==> config.mk <==
export PLATFORM = sky130hd
export DESIGN_NAME = dac_seq_ctrl
export DESIGN_NICKNAME = d
export VERILOG_FILES = /design/src/rtl/dac_seq_pkg.sv /design/src/rtl/dac_seq_rate_div.sv /design/src/rtl/dac_seq_ctrl.sv
export SDC_FILE = /design/constraint.sdc
export NUM_CORES = 1
export LEC_CHECK = 0
export ABC_CLOCK_PERIOD_IN_PS = 3700
export CAP_MARGIN = 20
export CORE_MARGIN = 2
export CORE_UTILIZATION = 45
export CTS_CLUSTER_SIZE = 20
export DETAILED_ROUTE_END_ITERATION = 6
export GPL_ROUTABILITY_DRIVEN = 0
export MAX_ROUTING_LAYER = met4
export SLEW_MARGIN = 10
export SYNTH_ARGS = -nofsm -noshare
export SYNTH_HDL_FRONTEND = slang
export SYNTH_SLANG_ARGS = --single-unit
==> constraint.sdc <==
create_clock -name clk -period 3.7 [get_ports clk]
set_clock_uncertainty 0.15 [all_clocks]
set_input_delay 0.74 -clock clk [delete_from_list [all_inputs] [get_ports clk]]
set_output_delay 0.74 -clock clk [all_outputs]
set_load 0.02 [all_outputs]
==> src/rtl/dac_seq_pkg.sv <==
// Shared types and constants for the DAC playback sequencer.
// Holds the sequencer state encoding, default sizes and named DAC codes.
package dac_seq_pkg;

  localparam int DEPTH_DEF  = 16;
  localparam int CODE_W_DEF = 4;
  localparam int DIV_W_DEF  = 8;

  typedef enum logic {
    ST_IDLE = 1'b0,
    ST_PLAY = 1'b1
  } state_e;

  localparam logic [CODE_W_DEF-1:0] CODE_ZERO     = '0;
  localparam logic [CODE_W_DEF-1:0] CODE_MIDSCALE = {1'b1, {(CODE_W_DEF-1){1'b0}}};

endpackage

==> src/rtl/dac_seq_rate_div.sv <==
// Reloadable down-counter that sets the sample period of the sequencer.
// tick marks the last enabled cycle of a period (count at zero).
module dac_seq_rate_div #(
  parameter int DIV_W = 8
) (
  input  logic             clk,
  input  logic             rst_n,
  input  logic             en,
  input  logic             load,
  input  logic [DIV_W-1:0] load_val,
  output logic             tick
);

  logic [DIV_W-1:0] cnt_q, cnt_d;

  always_comb begin
    cnt_d = cnt_q;
    if (load) begin
      cnt_d = load_val;
    end else if (en && (cnt_q != '0)) begin
      cnt_d = cnt_q - DIV_W'(1);
    end
  end

  always_ff @(posedge clk or negedge rst_n) begin
    if (!rst_n) begin
      cnt_q <= '0;
    end else begin
      cnt_q <= cnt_d;
    end
  end

  assign tick = en && (cnt_q == '0);

endmodule

==> src/rtl/dac_seq_ctrl.sv <==
// Playback sequencer for the 4-bit R-2R DAC: buffers sample codes written in
// IDLE, then replays them one-shot or looping at a programmable rate.
module dac_seq_ctrl
  import dac_seq_pkg::*;
#(
  parameter int DEPTH  = DEPTH_DEF,
  parameter int CODE_W = CODE_W_DEF,
  parameter int DIV_W  = DIV_W_DEF
) (
  input  logic                     clk,
  input  logic                     rst_n,
  input  logic                     ena,
  input  logic                     wr_valid,
  output logic                     wr_ready,
  input  logic [CODE_W-1:0]        wr_data,
  input  logic                     clr_ptr,
  input  logic                     start,
  input  logic                     stop,
  input  logic                     loop_en,
  input  logic [$clog2(DEPTH)-1:0] len,
  input  logic [DIV_W-1:0]         div,
  output logic [CODE_W-1:0]        dac_code,
  output logic                     busy,
  output logic                     done
);

  localparam int AW = $clog2(DEPTH);

  state_e            state_q, state_d;
  logic [AW-1:0]     wr_ptr_q, wr_ptr_d;
  logic [AW-1:0]     rd_ptr_q, rd_ptr_d;
  logic [AW-1:0]     len_s_q, len_s_d;
  logic [DIV_W-1:0]  div_s_q, div_s_d;
  logic              loop_s_q, loop_s_d;
  logic              done_q, done_d;
  logic [CODE_W-1:0] dac_q, dac_d;
  logic [CODE_W-1:0] mem_q [DEPTH];
  logic [CODE_W-1:0] mem_d [DEPTH];

  logic              play;
  logic              last_smp;
  logic              tick;
  logic              cnt_load;
  logic [DIV_W-1:0]  cnt_load_val;

  assign play     = (state_q == ST_PLAY);
  assign wr_ready = ena && !play;
  // rd_ptr already points one past the sample on the pins; wraps cleanly when len = DEPTH-1.
  assign last_smp = ((rd_ptr_q - AW'(1)) == len_s_q);

  dac_seq_rate_div #(
    .DIV_W (DIV_W)
  ) u_rate_div (
    .clk      (clk),
    .rst_n    (rst_n),
    .en       (ena && play),
    .load     (cnt_load),
    .load_val (cnt_load_val),
    .tick     (tick)
  );

  always_comb begin
    state_d      = state_q;
    wr_ptr_d     = wr_ptr_q;
    rd_ptr_d     = rd_ptr_q;
    len_s_d      = len_s_q;
    div_s_d      = div_s_q;
    loop_s_d     = loop_s_q;
    dac_d        = dac_q;
    mem_d        = mem_q;
    done_d       = 1'b0;
    cnt_load     = 1'b0;
    cnt_load_val = div_s_q;

    if (ena) begin
      unique case (state_q)
        ST_IDLE: begin
          if (wr_valid && wr_ready) begin
            mem_d[wr_ptr_q] = wr_data;
            wr_ptr_d        = wr_ptr_q + AW'(1);
          end
          if (clr_ptr) begin
            wr_ptr_d = '0;
          end
          // stop asserted alongside start keeps the sequencer idle
          if (start && !stop) begin
            state_d      = ST_PLAY;
            len_s_d      = len;
            div_s_d      = div;
            loop_s_d     = loop_en;
            dac_d        = mem_d[0];
            rd_ptr_d     = AW'(1);
            cnt_load     = 1'b1;
            cnt_load_val = div;
          end
        end
        ST_PLAY: begin
          if (stop) begin
            state_d      = ST_IDLE;
            dac_d        = CODE_W'(CODE_ZERO);
            cnt_load     = 1'b1;
            cnt_load_val = '0;
          end else if (tick) begin
            if (!last_smp) begin
              dac_d    = mem_q[rd_ptr_q];
              rd_ptr_d = rd_ptr_q + AW'(1);
              cnt_load = 1'b1;
            end else if (loop_s_q) begin
              dac_d    = mem_q[0];
              rd_ptr_d = AW'(1);
              cnt_load = 1'b1;
            end else begin
              state_d = ST_IDLE;
              done_d  = 1'b1;
            end
          end
        end
        default: state_d = ST_IDLE;
      endcase
    end
  end

  always_ff @(posedge clk or negedge rst_n) begin
    if (!rst_n) begin
      state_q  <= ST_IDLE;
      wr_ptr_q <= '0;
      rd_ptr_q <= '0;
      len_s_q  <= '0;
      div_s_q  <= '0;
      loop_s_q <= 1'b0;
      done_q   <= 1'b0;
      dac_q    <= '0;
      for (int i = 0; i < DEPTH; i++) begin
        mem_q[i] <= '0;
      end
    end else begin
      state_q  <= state_d;
      wr_ptr_q <= wr_ptr_d;
      rd_ptr_q <= rd_ptr_d;
      len_s_q  <= len_s_d;
      div_s_q  <= div_s_d;
      loop_s_q <= loop_s_d;
      done_q   <= done_d;
      dac_q    <= dac_d;
      mem_q    <= mem_d;
    end
  end

  assign dac_code = dac_q;
  assign busy     = play;
  assign done     = done_q;

endmodule
### Word level (Yosys, flattened, before mapping)

Index checks and enable logic that the tools add are counted.

* divide/modulo/power cells: 0
* reduce and logical (&&, ||, !) cells: 19
* add/subtract/negate cells: 4
* shifts and indexed selects: 0
* bitwise logic cells: 3
* muxes and demuxes: 43
* eq/ne operators: 7
* $mul: 0
* magnitude comparators: 3

Operator list (number)
* $bwmux W64: 1
* $mux W64: 1
* $mux W4: 15
* $mux W8: 5
* $bmux W4 S4: 1
* $demux W4 S4: 1
* $pmux W4 S2: 2
* $pmux W8 S2: 1
* $mux W1: 14
* $ge A5 B5 Y1 const B: 2
* $not A4 Y5: 2
* $reduce_and A3 Y1: 3
* $add A4 B1 Y4 const B: 2
* $logic_not A8 Y1: 1
* $reduce_bool A8 Y1: 1
* $sub A8 B1 Y8 const B: 1
* $logic_and A1 B1 Y1: 7
* $lt A5 B1 Y1 const B: 1
* $reduce_and A5 Y1: 1
* $eq A4 B4 Y1: 1
* $ne A2 B2 Y1 const B: 2
* $ne A4 B4 Y1 const B: 1
* $pmux W1 S2: 2
* $reduce_and A4 Y1: 1
* 8 further kinds: 10

* register bits after elaboration: 99
* bits in read-only memories: 0
* input bits: 24
* memories kept: 0
* memory bits (writable): 0
* latch bits: 0
* output and inout bits: 7

### Depth between registers and ports, before layout

Gate-level depths: netlist of the first run.

* depth in word-level cells: 9
* mapped depth: 10
* depth with buffers taken out: 7

### By module

From an unflattened synthesis of the first run, not the netlist that was laid out.

* cells, all modules: 442
* area total of the unflattened synthesis: 5114.9 µm²

Modules (own cells, without submodules)
* dac_seq_ctrl: area each 4578.1 µm², sequential area each 2277.2 µm², instances 1, cells an instance 385
* dac_seq_rate_div: area each 536.8 µm², sequential area each 200.2 µm², instances 1, cells an instance 57

### Least setup slack after synthesis of the first run

OpenSTA, ideal clock, no wires.

* kind: register -> register
* start point: reg rd_ptr_q[0]
* end point: reg u_rate_div.cnt_q[1]
* cell stages (with the launch flop): 10
* path buffers: 2
* setup time: 125 ps
* path slack: 976 ps
* arrival time: 2450 ps
* period minus slack after synthesis: 2724 ps
* cell sequence: dfrtp_1 > buf_2 > buf_4 > inv_1 > ha_1 > xnor3_1 > and3_1 > a31oi_4 > or2_4 > mux2_2

* word-level cells in the longest chain between the ends: 8

Ends and longest elaborated chain
* start, declared: line dac_seq_ctrl.sv:31 `logic [AW-1:0] rd_ptr_q, rd_ptr_d;`
* start signal, assigned: line dac_seq_ctrl.sv:139 `rd_ptr_q <= rd_ptr_d;`
* $sub A4 B1 Y4 (*): line dac_seq_ctrl.sv:49 `assign last_smp = ((rd_ptr_q - AW'(1)) == len_s_q);`
* $eq A4 B4 Y1 (*): line dac_seq_ctrl.sv:49
* $mux W1 (*): line dac_seq_ctrl.sv:104 `if (!last_smp) begin`
* $mux W1 (*): line dac_seq_ctrl.sv:103 `end else if (tick) begin`
* $mux W1 (*): line dac_seq_ctrl.sv:98 `if (stop) begin`
* $pmux W1 S2 (*): line dac_seq_ctrl.sv:76 `unique case (state_q)`
* $mux W1 (*): line dac_seq_ctrl.sv:75 `if (ena) begin`
* $mux W8 or $reduce_bool A2 Y1 (tied branches)
* end signal, assigned: line dac_seq_rate_div.sv:29 `cnt_q <= cnt_d;`
* end, declared: line dac_seq_rate_div.sv:14 `logic [DIV_W-1:0] cnt_q, cnt_d;`

Every way passes the cells marked *; elsewhere a longest branch is shown, timed or not.
A chain may end at the register's enable or synchronous reset.

### Worst setup path after layout of the first run

* start point: in ena
* end point: out wr_ready

* word-level cells in the longest chain between the ends: 1

Ends and longest elaborated chain
* start, declared: line dac_seq_ctrl.sv:12 `input logic ena,`
* $logic_and A1 B1 Y1: line dac_seq_ctrl.sv:47 `assign wr_ready = ena && !play;`
* end, declared: line dac_seq_ctrl.sv:14 `output logic wr_ready,`

Every way passes these cells.

==> flow_metrics.py, run 1 <==
metrics = {
    "yosys": {
        "ys_ff_latch": 99,
        "synth_edf_count": 0,
        "yosysMostFrequentCell": "dfrtp_1",
        "seq_area_frac_synth_pct": 50.0,
        "synth_top_area_share_pct": 50.0,
        "synthesis.instances": 409,
        "yosysTopAreaCell": "dfrtp_1",
        "syn_avg_cell_area_um2": 12.1,
        "synth.cell_area_um2": 4950,
        "synthFlopType": "dfrtp_1",
        "syn_nets": 441,
        "ys_top_cells_by_count": "99 x dfrtp_1, 67 x nand2_1, 66 x mux2_2",
        "ys_warn_count": 0,
        "yosysUniqueCellTypes": 50,
        "synth_area_leaders": "dfrtp_1 50%, mux2_2 15%, mux4_2 7.3%",
        "async_flop_share_pct": 100,
    },
    "finish": {
        "finish.utilization_pct": 52.2,
        "nets": 472,
        "syn_to_final_growth_pct": 13.7,
        "multi_input_area_um2": 2350,
        "stdcell_area_um2": 5640,
        "drive_above_1_share_pct": 25.8,
        "regArea_um2": 2480,
        "diodes": 0,
        "nFillCells": 946,
    },
    "global_routing": {
        "grt_max_degree": 87,
        "grt.total_usage_pct": 20.4,
        "antenna_found_initial": 0,
        "grt_pass1_wl_um": 17700,
        "overflow": 0,
        "grt_pass1_vias": 3394,
    },
    "die": {
        "die_area_um2": 11900,
        "ios": 31,
        "dieWidth_um": 109,
        "die_h_um": 109,
        "core_um2": 10800,
        "fp-row-count": 38,
        "start_util_pct": 45.9,
    },
    "worst_hold_path": {
        "hp-class": "input port to asynchronous set/reset pin",
    },
    "placed_design": {
        "dpl_cell_area_um2": 5390,
        "dpl.hpwl_um": 7510,
        "numPortBuffers": 30,
    },
    "pwr": {
        "p_leak_nw": 2.52,
        "p_per_area_nw_per_um2": 717,
        "ir_drop_v": 0.000347,
    },
    "timing": {
        "finalCritPeriodShare_pct": 87.7,
        "hold_violations": 0,
        "slew_headroom_pct": 56.9,
        "worst_pin_slew_ns": 0.644,
        "tns_ns": 0,
        "setup_viol": 0,
        "whs_ns": 0.0991,
        "fmax_mhz": 308,
        "rsz0062_at_grt": "false",
        "min_period_ns": 3.25,
        "maxSlewViolCount": 0,
    },
    "critical_path": {
        "r2r_slack_ns": 1.08,
        "cp.required_ns": 2.81,
        "path_max_fanout": 6,
        "cp-start-kind": "input port",
        "cp.arrival_ns": 2.36,
        "worst-setup-path-type": "input port to output pin",
        "critical_path.endpoint_type": "output pin",
    },
    "cts": {
        "clkTransAtPathRegs_ns": 0.10,
        "clk_latency_ns": 0.38,
        "clock_sinks": 99,
        "cts_tree": "built",
        "post_cts_resized": 0,
        "cts_made_buffers": 9,
        "clockRootBuffer": "clkbuf_8",
        "cts.path.max_buffers": 2,
        "cts_setup_buffers": 0,
        "hold_buffers": 0,
        "h-tree-depth": 3,
    },
    "routing": {
        "via_per_inst": 5.48,
        "drtPass1Iterations": 4,
        "ant_nets": 0,
        "drc": 0,
        "drt_iter0_drc": 136,
        "wl_um": 10700,
        "wire_per_inst_um": 18.2,
        "vias": 3207,
    },
    "outcome": {
        "status": "completed",
    },
    "flow_run": {
        "maxCapViolCount": 0,
    },
}
-- worst paths after layout --
| path | start | to | depth (start not counted) |
|---|---|---|---|
| max | ena | wr_ready | 4 |
| min | rst_n | div_s_q[7] | 1 |
| max reg2reg | u_rate_div.cnt_q[0] | u_rate_div.cnt_q[1] | 7 |
| min reg2reg | div_s_q[2] | div_s_q[2] | 2 |
| max in group asynchronous | rst_n | rd_ptr_q[0] | 2 |
| min in group clk | div_s_q[2] | div_s_q[2] | 2 |
-- cell type report --
type / count / share of cell area, %
repair buffers: 38 / 6.71
flip-flops and latches: 99 / 44.0
inverters: 11 / 0.733
clock inverters: 6 / 1.38
well taps: 140 / 3.11
clock buffers: 10 / 2.44
multi-input cells: 281 / 41.7
-- metal layers --
layer  global-route usage (%)  wire length (um)
met5                        -                 0
met4                     5.77               134
met1                     26.4              5030
met3                     3.95               268
met2                     32.9              5230
-- critical path, stage by stage --
cell and delay, ns:
clkdlybuf4s50_1 0.59, nand2b_1 0.19, inv_1 0.20, clkdlybuf4s50_1 0.63
-- where the power goes --
part / total [mW] / leakage (nW) / internal [mW] / switching, mW
Clock: 0.757 / 0.107 / 0.346 / 0.411
Sequential: 1.78 / 1.28 / 1.49 / 0.298
Combinational: 1.50 / 1.13 / 0.793 / 0.706
Total: 4.04 / 2.52 / 2.62 / 1.42
-- placed cells by master (no fill, tap or decap), types with 2 or more instances in the layout --
cell	synthesis	routed
dfrtp_1	99	99
nand2_1	67	67
mux2_2	66	66
clkdlybuf4s50_1	0	29
nand3_1	17	17
mux4_2	16	16
inv_1	11	11
clkbuf_8	0	10
xor2_1	9	9
mux2i_1	8	8
ha_1	8	8
buf_4	1	8
nor3_1	7	7
nor2_1	6	6
a22oi_1	6	6
and2_0	5	5
a21oi_1	5	5
o21ai_0	5	5
a21boi_0	5	5
xnor2_1	3	3
nor4_1	3	3
nand3b_1	3	3
or3_1	3	3
a41oi_1	3	3
and2_1	3	3
and3_1	2	2
nor3b_1	3	2
o31ai_1	2	2
nand4_1	2	2
nor2b_1	2	2
nand4b_1	2	2
a22o_1	2	2
a2bb2oi_1	2	2
o22ai_1	2	2
inv_6	0	2
inv_8	0	2
-- kinds of logic (layout without fill, tap and decap cells) --
logic type / Yosys count / count (layout) / share of synthesized area [%]
muxes: 90 / 90 / 23.9
and+or+nand+nor: 132 / 132 / 13.1
xor gates and xnor gates: 13 / 13 / 2.58
adders and majority gates: 8 / 8 / 2.02
DFF: 99 / 99 / 50.0
AOI/OAI and AO/OA: 38 / 38 / 5.73
buffers and inverters: 29 / 65 / 2.70
-- metrics by stage --
stage                     total power [mW]  cells  worst slack, ns
after CTS                             4.08    584            0.438
after global routing                  4.32    585            0.341
after global placement                3.27    568            0.511
final                                 4.04    585            0.455
after floorplan                       2.88    409            0.976
after detailed placement              3.31    568            0.438
(Power assumes the default switching activity.)
==> run 2, diff against run 1 <==
CORE_UTILIZATION = 59   (was 45)
PLACE_DENSITY = 0.79   (was unset)
==> run 2 against run 1 <==
Against the previous run: sequential share of layout area is 0.71 points higher; total power down 1.5%; largest power group unchanged; utilization rose by 16 points; count of clock-buffer cells in the layout stayed put; critical path depth unchanged; wire length shrank 3.5%; first-iteration DRC count grew 40%; sequential power about the same; critical path type unchanged; worst setup slack better by 0.0011 ns.
==> flow_metrics.py, run 2 (synthesis results as in run 1) <==
metrics = {
    "die": {
        "core_um2": 8180,
        "fp-row-count": 33,
        "die_h_um": 95.6,
        "dieWidth_um": 95.6,
        "die_area_um2": 9150,
        "start_util_pct": 60.6,
        "ios": 31,
    },
    "routing": {
        "drt_iter0_drc": 191,
        "wire_per_inst_um": 18.8,
        "via_per_inst": 5.97,
        "drc": 0,
        "vias": 3269,
        "ant_nets": 0,
        "wl_um": 10300,
        "drtPass1Iterations": 4,
    },
    "timing": {
        "worst_pin_slew_ns": 0.644,
        "tns_ns": 0,
        "finalCritPeriodShare_pct": 87.7,
        "setup_viol": 0,
        "fmax_mhz": 308,
        "fin_ws_ns": 0.456,
        "maxSlewViolCount": 0,
        "hold_violations": 0,
        "min_period_ns": 3.24,
        "rsz0062_at_grt": "false",
        "slew_headroom_pct": 57.1,
    },
    "cts": {
        "cts_tree": "built",
        "cts_made_buffers": 9,
        "hold_buffers": 0,
        "clk_latency_ns": 0.37,
        "clockRootBuffer": "clkbuf_8",
        "post_cts_resized": 0,
        "cts_setup_buffers": 0,
        "clkTransAtPathRegs_ns": 0.09,
        "clock_sinks": 99,
        "cts.path.max_buffers": 2,
        "h-tree-depth": 3,
    },
    "placed_design": {
        "dpl_cell_area_um2": 5350,
        "dpl.hpwl_um": 7370,
        "place_ws_ns": 0.475,
        "numPortBuffers": 30,
    },
    "finish": {
        "regArea_um2": 2480,
        "nets": 470,
        "multi_input_area_um2": 2350,
        "nFillCells": 618,
        "stdcell_area_um2": 5550,
        "diodes": 0,
        "final_cell_mix": "99 x dfrtp_1, 67 x nand2_1, 66 x mux2_2",
        "layout_commonest_cell": "dfrtp_1",
        "drive_above_1_share_pct": 25.5,
        "syn_to_final_growth_pct": 11.9,
    },
    "pwr": {
        "combPwrFrac_pct": 37.9,
        "internal_power_mw": 2.56,
        "ir_drop_v": 0.000343,
        "swShare_pct": 35.7,
        "p_leak_nw": 2.50,
        "p_clk_share_pct": 17.0,
        "p_seq_share_pct": 45.0,
        "power_switching_mw": 1.42,
        "p_per_area_nw_per_um2": 717,
        "finalPower_mw": 3.98,
    },
    "worst_hold_path": {
        "hp-class": "input port to asynchronous set/reset pin",
    },
    "global_routing": {
        "grt_pass1_vias": 3416,
        "antenna_found_initial": 0,
        "overflow": 0,
        "grt.total_usage_pct": 25.9,
        "grt_pass1_wl_um": 17400,
        "grt_max_degree": 51,
    },
    "critical_path": {
        "cp.arrival_ns": 2.35,
        "cp.required_ns": 2.81,
        "critical_path.endpoint_type": "output pin",
        "path_max_fanout": 6,
        "cp-start-kind": "input port",
        "worst-setup-path-type": "input port to output pin",
    },
    "flow_run": {
        "maxCapViolCount": 0,
    },
    "outcome": {
        "status": "completed",
    },
}
-- run 2: power by group through the flow --
stage / Sequential [mW] / Clock [mW] / Combinational [mW]
after floorplan: 1.71 / 0 / 1.17
after global placement: 1.77 / 0 / 1.45
after detailed placement: 1.80 / 0 / 1.51
after CTS: 1.78 / 0.689 / 1.52
after global routing: 1.85 / 0.730 / 1.66
final: 1.79 / 0.678 / 1.51
-- run 2: worst max-delay path, cell delays in order --
cell and delay [ns]:
clkdlybuf4s50_1 0.57, nand2b_1 0.20, inv_1 0.20, clkdlybuf4s50_1 0.64
-- run 2: area by class of cell --
type,count,share of cell area [%]
inverters,11,0.745
flip-flops and latches,99,44.7
clock inverters,6,0.970
multi-input cells,281,42.4
clock buffers,10,2.48
well taps,105,2.37
repair buffers,36,6.41
-- run 2: path summary, 6_finish.rpt --
kind / startpoint / endpoint / slack, ns / cells after the start
worst max-delay path: ena / wr_ready / 0.46 / 4
worst min register to register: div_s_q[6] / div_s_q[6] / 0.33 / 2
worst min-delay path: rst_n / len_s_q[1] / 0.25 / 1
min in group clk: div_s_q[6] / div_s_q[6] / 0.33 / 2
worst max register to register: u_rate_div.cnt_q[0] / u_rate_div.cnt_q[1] / 1.06 / 7
max in group asynchronous: rst_n / asynchronous set/reset pin / 2.49 / 2
-- run 2: layer usage --
| layer | global-route usage [%] | wire length, um | vias to the layer above |
|---|---|---|---|
| li1 | - | - | 1532 |
| met1 | 32.3 | 4420 | 1664 |
| met2 | 43.4 | 5330 | 59 |
| met3 | 5.22 | 372 | 14 |
| met4 | 7.02 | 171 | 0 |
| met5 | - | 0 | - |
-- run 2: stage by stage --
stage	hold slack, ns	cells	utilization [%]
after floorplan	0.291	409	-
after global placement	0.306	532	65.5
after detailed placement	0.313	532	65.5
after CTS	0.261	548	67.8
after global routing	0.280	548	67.8
final	0.252	548	67.8
==> run 3, diff against run 2 <==
GPL_ROUTABILITY_DRIVEN = 1   (was 0)
==> results of run 3 <==
No change in the layout: final DEF, timing and power equal those of run 2.
